## config.mk

```make
export PLATFORM = sky130hd
export DESIGN_NAME = pattern_scheduler
export DESIGN_NICKNAME = d
export VERILOG_FILES = /design/src/rtl/pattern_pkg.sv /design/src/rtl/slot_arbiter.sv /design/src/rtl/pattern_scheduler.sv
export SDC_FILE = /design/constraint.sdc
export NUM_CORES = 1
export LEC_CHECK = 0
export CORE_AREA = 2 2 117 119
export CTS_CLUSTER_DIAMETER = 60
export DETAILED_ROUTE_END_ITERATION = 10
export DIE_AREA = 0 0 119 121
export PLACE_DENSITY_LB_ADDON = 0.08
export SLEW_MARGIN = 5
export SYNTH_ARGS = -nofsm -noshare
export SYNTH_HDL_FRONTEND = slang
export SYNTH_HIERARCHICAL = 1
export SYNTH_SLANG_ARGS = --single-unit
```

## constraint.sdc

```tcl
create_clock -name CLOCK_25 -period 7.78 [get_ports CLOCK_25]
set_clock_uncertainty 0.15 [all_clocks]
set_input_delay 1.556 -clock CLOCK_25 [delete_from_list [all_inputs] [get_ports CLOCK_25]]
set_output_delay 1.556 -clock CLOCK_25 [all_outputs]
set_load 0.02 [all_outputs]
```

## src/rtl/pattern_pkg.sv

```systemverilog
// Shared types for the pattern scheduler: chart word layout, FSM states, slot record.
package pattern_pkg;

  // Chart word fields: [15:8] delay frames, [7:4] command, [3:0] pattern.
  localparam int unsigned CHART_DLY_MSB = 15;
  localparam int unsigned CHART_DLY_LSB = 8;
  localparam int unsigned CHART_CMD_MSB = 7;
  localparam int unsigned CHART_CMD_LSB = 4;
  localparam int unsigned CHART_PAT_MSB = 3;
  localparam int unsigned CHART_PAT_LSB = 0;

  localparam logic [15:0] CHART_END = 16'hFFFF;

  typedef enum logic [2:0] {
    IDLE,
    FETCH,
    LATCH,
    WAIT,
    SPAWN,
    DRAIN,
    DONE
  } sched_state_t;

  typedef struct packed {
    logic       active;
    logic [9:0] y_pos;
    logic [3:0] cmd;
    logic [3:0] pat;
  } slot_t;

endpackage

```

## src/rtl/slot_arbiter.sv

```systemverilog
// Combinational hit detection over all slots; the lowest-index covering slot wins.
module slot_arbiter
  import pattern_pkg::*;
#(
  parameter int unsigned NUM_SLOTS = 4,
  parameter int unsigned SPRITE_H  = 32
) (
  input  slot_t [NUM_SLOTS-1:0] slots_i,
  input  logic  [9:0]           next_y_i,
  output logic                  hit_o,
  output logic  [3:0]           cmd_o,
  output logic  [3:0]           pat_o,
  output logic  [4:0]           row_o
);

  // Walk from the highest index down so the lowest covering slot is written last.
  always_comb begin
    hit_o = 1'b0;
    cmd_o = 4'd0;
    pat_o = 4'd0;
    row_o = 5'd0;
    for (int i = int'(NUM_SLOTS) - 1; i >= 0; i--) begin
      if (slots_i[i].active && (next_y_i >= slots_i[i].y_pos) &&
          ({1'b0, next_y_i} < ({1'b0, slots_i[i].y_pos} + 11'(SPRITE_H)))) begin
        hit_o = 1'b1;
        cmd_o = slots_i[i].cmd;
        pat_o = slots_i[i].pat;
        row_o = 5'(next_y_i - slots_i[i].y_pos);
      end
    end
  end

endmodule

```

## src/rtl/pattern_scheduler.sv

```systemverilog
// Chart-driven sequencer of falling note patterns with per-pixel slot arbitration.
// Optional feature: define PATTERN_SCHED_MISS_CNT_EN to count dropped spawns on miss_count.
module pattern_scheduler
  import pattern_pkg::*;
#(
  parameter int unsigned NUM_SLOTS = 4,
  parameter int unsigned CHART_AW  = 8,
  parameter int unsigned FRAME_H   = 480,
  parameter int unsigned SPRITE_H  = 32,
  parameter int unsigned SPEED     = 2
) (
  input  logic                CLOCK_25,
  input  logic                reset,
  input  logic [9:0]          next_x,
  input  logic [9:0]          next_y,
  input  logic                start,
  output logic [CHART_AW-1:0] chart_addr,
  input  logic [15:0]         chart_data,
  output logic                pix_hit,
  output logic [3:0]          pix_command,
  output logic [3:0]          pix_pattern,
  output logic [4:0]          pix_row,
  output logic                busy,
  output logic                done,
  output logic [7:0]          miss_count
);

  sched_state_t          state_q, state_d;
  logic [CHART_AW-1:0]   addr_q, addr_d;
  logic [7:0]            delay_q, delay_d;
  logic [3:0]            cmd_q, cmd_d;
  logic [3:0]            pat_q, pat_d;
  logic                  start_q;
  slot_t [NUM_SLOTS-1:0] slots_q, slots_d;
  logic                  pix_hit_q;
  logic [3:0]            pix_cmd_q, pix_pat_q;
  logic [4:0]            pix_row_q;

  logic       frame_tick, start_rise, spawn_req, clear_miss, drop, placed, any_active;
  logic [10:0] adv;
  logic       arb_hit;
  logic [3:0] arb_cmd, arb_pat;
  logic [4:0] arb_row;

  assign frame_tick = (next_x == 10'd0) && (next_y == 10'(FRAME_H));
  assign start_rise = start && !start_q;

  // Chart sequencing: fetch a word, wait out its delay in frames, then spawn it.
  always_comb begin
    state_d    = state_q;
    addr_d     = addr_q;
    delay_d    = delay_q;
    cmd_d      = cmd_q;
    pat_d      = pat_q;
    spawn_req  = 1'b0;
    clear_miss = 1'b0;
    unique case (state_q)
      IDLE: begin
        if (start_rise) begin
          state_d    = FETCH;
          addr_d     = '0;
          clear_miss = 1'b1;
        end
      end
      FETCH: state_d = LATCH;
      LATCH: begin
        if (chart_data == CHART_END) begin
          state_d = DRAIN;
        end else begin
          delay_d = chart_data[CHART_DLY_MSB:CHART_DLY_LSB];
          cmd_d   = chart_data[CHART_CMD_MSB:CHART_CMD_LSB];
          pat_d   = chart_data[CHART_PAT_MSB:CHART_PAT_LSB];
          state_d = WAIT;
        end
      end
      WAIT: begin
        if (delay_q == 8'd0) begin
          state_d = SPAWN;
        end else if (frame_tick) begin
          delay_d = delay_q - 8'd1;
          if (delay_q == 8'd1) state_d = SPAWN;
        end
      end
      SPAWN: begin
        spawn_req = 1'b1;
        // The last ROM address doubles as an implicit end of chart.
        if (addr_q == '1) begin
          state_d = DRAIN;
        end else begin
          addr_d  = addr_q + 1'b1;
          state_d = FETCH;
        end
      end
      DRAIN: if (!any_active) state_d = DONE;
      DONE:  if (!start) state_d = IDLE;
      default: state_d = IDLE;
    endcase
  end

  // Slot motion on frame_tick, then placement of a new entry into the lowest free slot.
  always_comb begin
    slots_d    = slots_q;
    adv        = 11'd0;
    placed     = 1'b0;
    any_active = 1'b0;
    for (int i = 0; i < int'(NUM_SLOTS); i++) begin
      any_active = any_active | slots_q[i].active;
      if (frame_tick && (state_q != IDLE) && slots_q[i].active) begin
        adv              = {1'b0, slots_q[i].y_pos} + 11'(SPEED);
        slots_d[i].y_pos = adv[9:0];
        if (adv >= 11'(FRAME_H)) slots_d[i].active = 1'b0;
      end
    end
    // Freedom is judged on the pre-advance state, so a new slot never moves this frame.
    for (int i = 0; i < int'(NUM_SLOTS); i++) begin
      if (spawn_req && !placed && !slots_q[i].active) begin
        slots_d[i] = '{active: 1'b1, y_pos: 10'd0, cmd: cmd_q, pat: pat_q};
        placed     = 1'b1;
      end
    end
    drop = spawn_req && !placed;
  end

  slot_arbiter #(
    .NUM_SLOTS(NUM_SLOTS),
    .SPRITE_H (SPRITE_H)
  ) u_arb (
    .slots_i (slots_q),
    .next_y_i(next_y),
    .hit_o   (arb_hit),
    .cmd_o   (arb_cmd),
    .pat_o   (arb_pat),
    .row_o   (arb_row)
  );

  // All sequential state, including the registered pixel outputs.
  always_ff @(posedge CLOCK_25) begin
    if (!reset) begin
      state_q   <= IDLE;
      addr_q    <= '0;
      delay_q   <= 8'd0;
      cmd_q     <= 4'd0;
      pat_q     <= 4'd0;
      start_q   <= 1'b0;
      slots_q   <= '0;
      pix_hit_q <= 1'b0;
      pix_cmd_q <= 4'd0;
      pix_pat_q <= 4'd0;
      pix_row_q <= 5'd0;
    end else begin
      state_q   <= state_d;
      addr_q    <= addr_d;
      delay_q   <= delay_d;
      cmd_q     <= cmd_d;
      pat_q     <= pat_d;
      start_q   <= start;
      slots_q   <= slots_d;
      pix_hit_q <= arb_hit;
      pix_cmd_q <= arb_cmd;
      pix_pat_q <= arb_pat;
      pix_row_q <= arb_row;
    end
  end

  assign chart_addr  = addr_q;
  assign pix_hit     = pix_hit_q;
  assign pix_command = pix_cmd_q;
  assign pix_pattern = pix_pat_q;
  assign pix_row     = pix_row_q;
  assign busy        = (state_q != IDLE) && (state_q != DONE);
  assign done        = (state_q == DONE);

`ifdef PATTERN_SCHED_MISS_CNT_EN
  logic [7:0] miss_q, miss_d;

  // Saturating drop counter, restarted each time a chart is launched.
  always_comb begin
    miss_d = miss_q;
    if (clear_miss) begin
      miss_d = 8'd0;
    end else if (drop && (miss_q != 8'hFF)) begin
      miss_d = miss_q + 8'd1;
    end
  end

  // Counter register.
  always_ff @(posedge CLOCK_25) begin
    if (!reset) miss_q <= 8'd0;
    else        miss_q <= miss_d;
  end

  assign miss_count = miss_q;
`else
  logic unused_miss;
  assign unused_miss = drop ^ clear_miss;
  assign miss_count  = 8'd0;
`endif

endmodule
```

==> impl_metrics.ini <==
[status]
outcome = finished clean

[yosys]
synth_area_per_cell_um2 = 8.242
yosys.area.top_type = dfxtp_1
async_flop_share = 0
yosysWarnings = 6
synth_cell_type_count = 85
syn-cell-area_um2 = 7805
synth_edf_count = 0
ys_ff_latch = 114
ys_seq_area_frac = 0.2924
synth_ff_type = dfxtp_1
yosys-top-cells-area = dfxtp_1 29%, ha_1 12%, nand2_1 4.2%, a21oi_1 3.9%, nor2_1 3.7%
synth_top_area_share = 0.2924
synth_cells = 947

[floorplanning]
fp.dieW_um = 119
die_h_um = 121
initial_utilization = 0.5965
io_pins = 71
dieArea_um2 = 14400
fp-row-count = 42
core_um2 = 13090

[finish]
num-nets-final = 1121
synthToLayoutAreaGrowth_pct = 16.98
multi_input_area_um2 = 5075
design_area_um2 = 9130
seq_area_um2 = 2282
final_util = 0.6977
antenna_cells = 0
drive_gt1_frac = 0.06890
final_common_cell = dfxtp_1
final_cell_mix = 114 x dfxtp_1, 87 x nand2_1, 76 x nor2_1
fillers = 1099

[route]
first_iter_violations = 532
drt_first_pass_iters = 6
drc_errors = 0
wl_per_cell_um = 16.97
via_per_inst = 5.988
vias = 7138
antenna_left = 0
routed_wirelength_mm = 20.23

[setup_path]
required_ns = 7.94
critPathKind = in -> reg
path_max_fanout = 14
end_kind = flop
worstPathArrival_ns = 5.29
start_kind = input port
r2r_cells = 11

[placed_design]
gp_congestion = 0.9351
place_area_um2 = 8506
portBuffers = 62
dpl_worst_slack_ns = 2.261
dpl.hpwl_mm = 14.40

[global_routing]
grt_pass1_vias = 6692
grt_pass1_wl_mm = 33.43
antenna_found_initial = 0
grt.total_usage = 0.2900
overflow = 0
grt_max_degree = 47

[timing]
min_period_ns = 5.131
rsz0062_at_grt = false
hold_ws_ns = 0.3060
tns_ns = 0
maxSlewViolCount = 0
worst_slack_ns = 2.649
max_freq_mhz = 194.9
worst_slew_pin_slew_ns = 1.180
period_share = 0.6595
max_slew_margin = 0.2106
hold_viol_final = 0
setup_viol = 0

[hold_path]
min_path_type = reg -> reg
whs_path_depth = 2

[clocking]
cts_tree = built
cts_buffer_depth = 2
cts_buffers = 17
cts_setup_buffers = 0
htree_levels = 4
cts_resized = 0
clk_pin_slew_ns = 0.06
cts_sinks = 114
hold_buffers = 0
clock_latency_ns = 0.42
clock-root-buffer = clkbuf_16

[power]
p_per_area_nw_per_um2 = 173.6
ir_drop_mv = 0.1525
leakagePower_nw = 3.275

[job]
maxCapViolCount = 0
==> sequential cells by signal, indices dropped and copies added (netlist names) <==
signal and cells:
slots_q 72, chart_addr 8, delay_q 8, pix_row 5, cmd_q 4, pat_q 4
pix_command 4, pix_pattern 4, state_q 3, pix_hit 1, start_q 1
==> critical path, stage by stage <==
cell and delay, ns:
clkdlybuf4s50_1 0.67, inv_1 0.20, fa_1 0.44, nor2b_1 0.16
o21ai_0 0.11, nor4bb_1 0.15, o21ai_0 0.21, nand3_1 0.44
and2_0 0.73, a221o_1 0.46, and2_1 0.16
==> power by group <==
| part | switching, mW | total [mW] | internal [mW] |
|---|---|---|---|
| clock network | 0.308 | 0.820 | 0.512 |
| registers | 0.0110 | 0.602 | 0.591 |
| logic | 0.0936 | 0.163 | 0.0690 |
| total | 0.412 | 1.58 | 1.17 |
==> final timing paths <==
check	from	endpoint	slack (ns)
worst max-delay path	next_y[1]	pix_row[2]	2.65
worst max register to register	slots_q[14]	pix_row[0]	3.82
worst min-delay path	slots_q[6]	slots_q[6]	0.31
worst min register to register	slots_q[6]	slots_q[6]	0.31
==> per-stage QoR <==
step	power [mW]	std cells
2_1_floorplan	0.7192	958
6_report	1.585	1192
3_5_place_dp	0.7733	1160
5_1_grt	1.640	1192
4_1_cts	1.591	1192
3_3_place_gp	0.7726	1160
==> synth_stat cells (18+ instances only) <==
| master | count |
|---|---|
| dfxtp_1 | 114 |
| nand2_1 | 87 |
| nor2_1 | 76 |
| ha_1 | 75 |
| inv_1 | 74 |
| a21oi_1 | 61 |
| o21ai_0 | 42 |
| nand3_1 | 34 |
| xnor2_1 | 27 |
| mux2i_1 | 26 |
| clkbuf_1 | 21 |
| nand4_1 | 20 |
| or3_1 | 18 |
==> final cells by class <==
class,count,share of cell area
clock buffer,17,0.04659
clock inverter,15,0.02179
inverter,74,0.03042
multi-input combinational,730,0.5558
sequential,114,0.2500
tap,176,0.02412
timing repair buffer,66,0.07126
==> logic make-up after synthesis <==
logic type      share of synthesized area
compound gates                     0.2073
flops                              0.2924
simple gates                       0.2363
other cells                     0.0004805
buf+inv                           0.06268
fa+ha+maj                          0.1305
xor+xnor                          0.03703
mux                               0.03334
==> layer usage <==
metal,track usage,share of wire,vias to the layer above
met5,0,0,-
met4,0.1049,0.023,0
met3,0.04934,0.046,40
met2,0.4824,0.47,199
met1,0.3791,0.46,3345
li1,-,-,3554
Power figures use the tool's default switching activity.
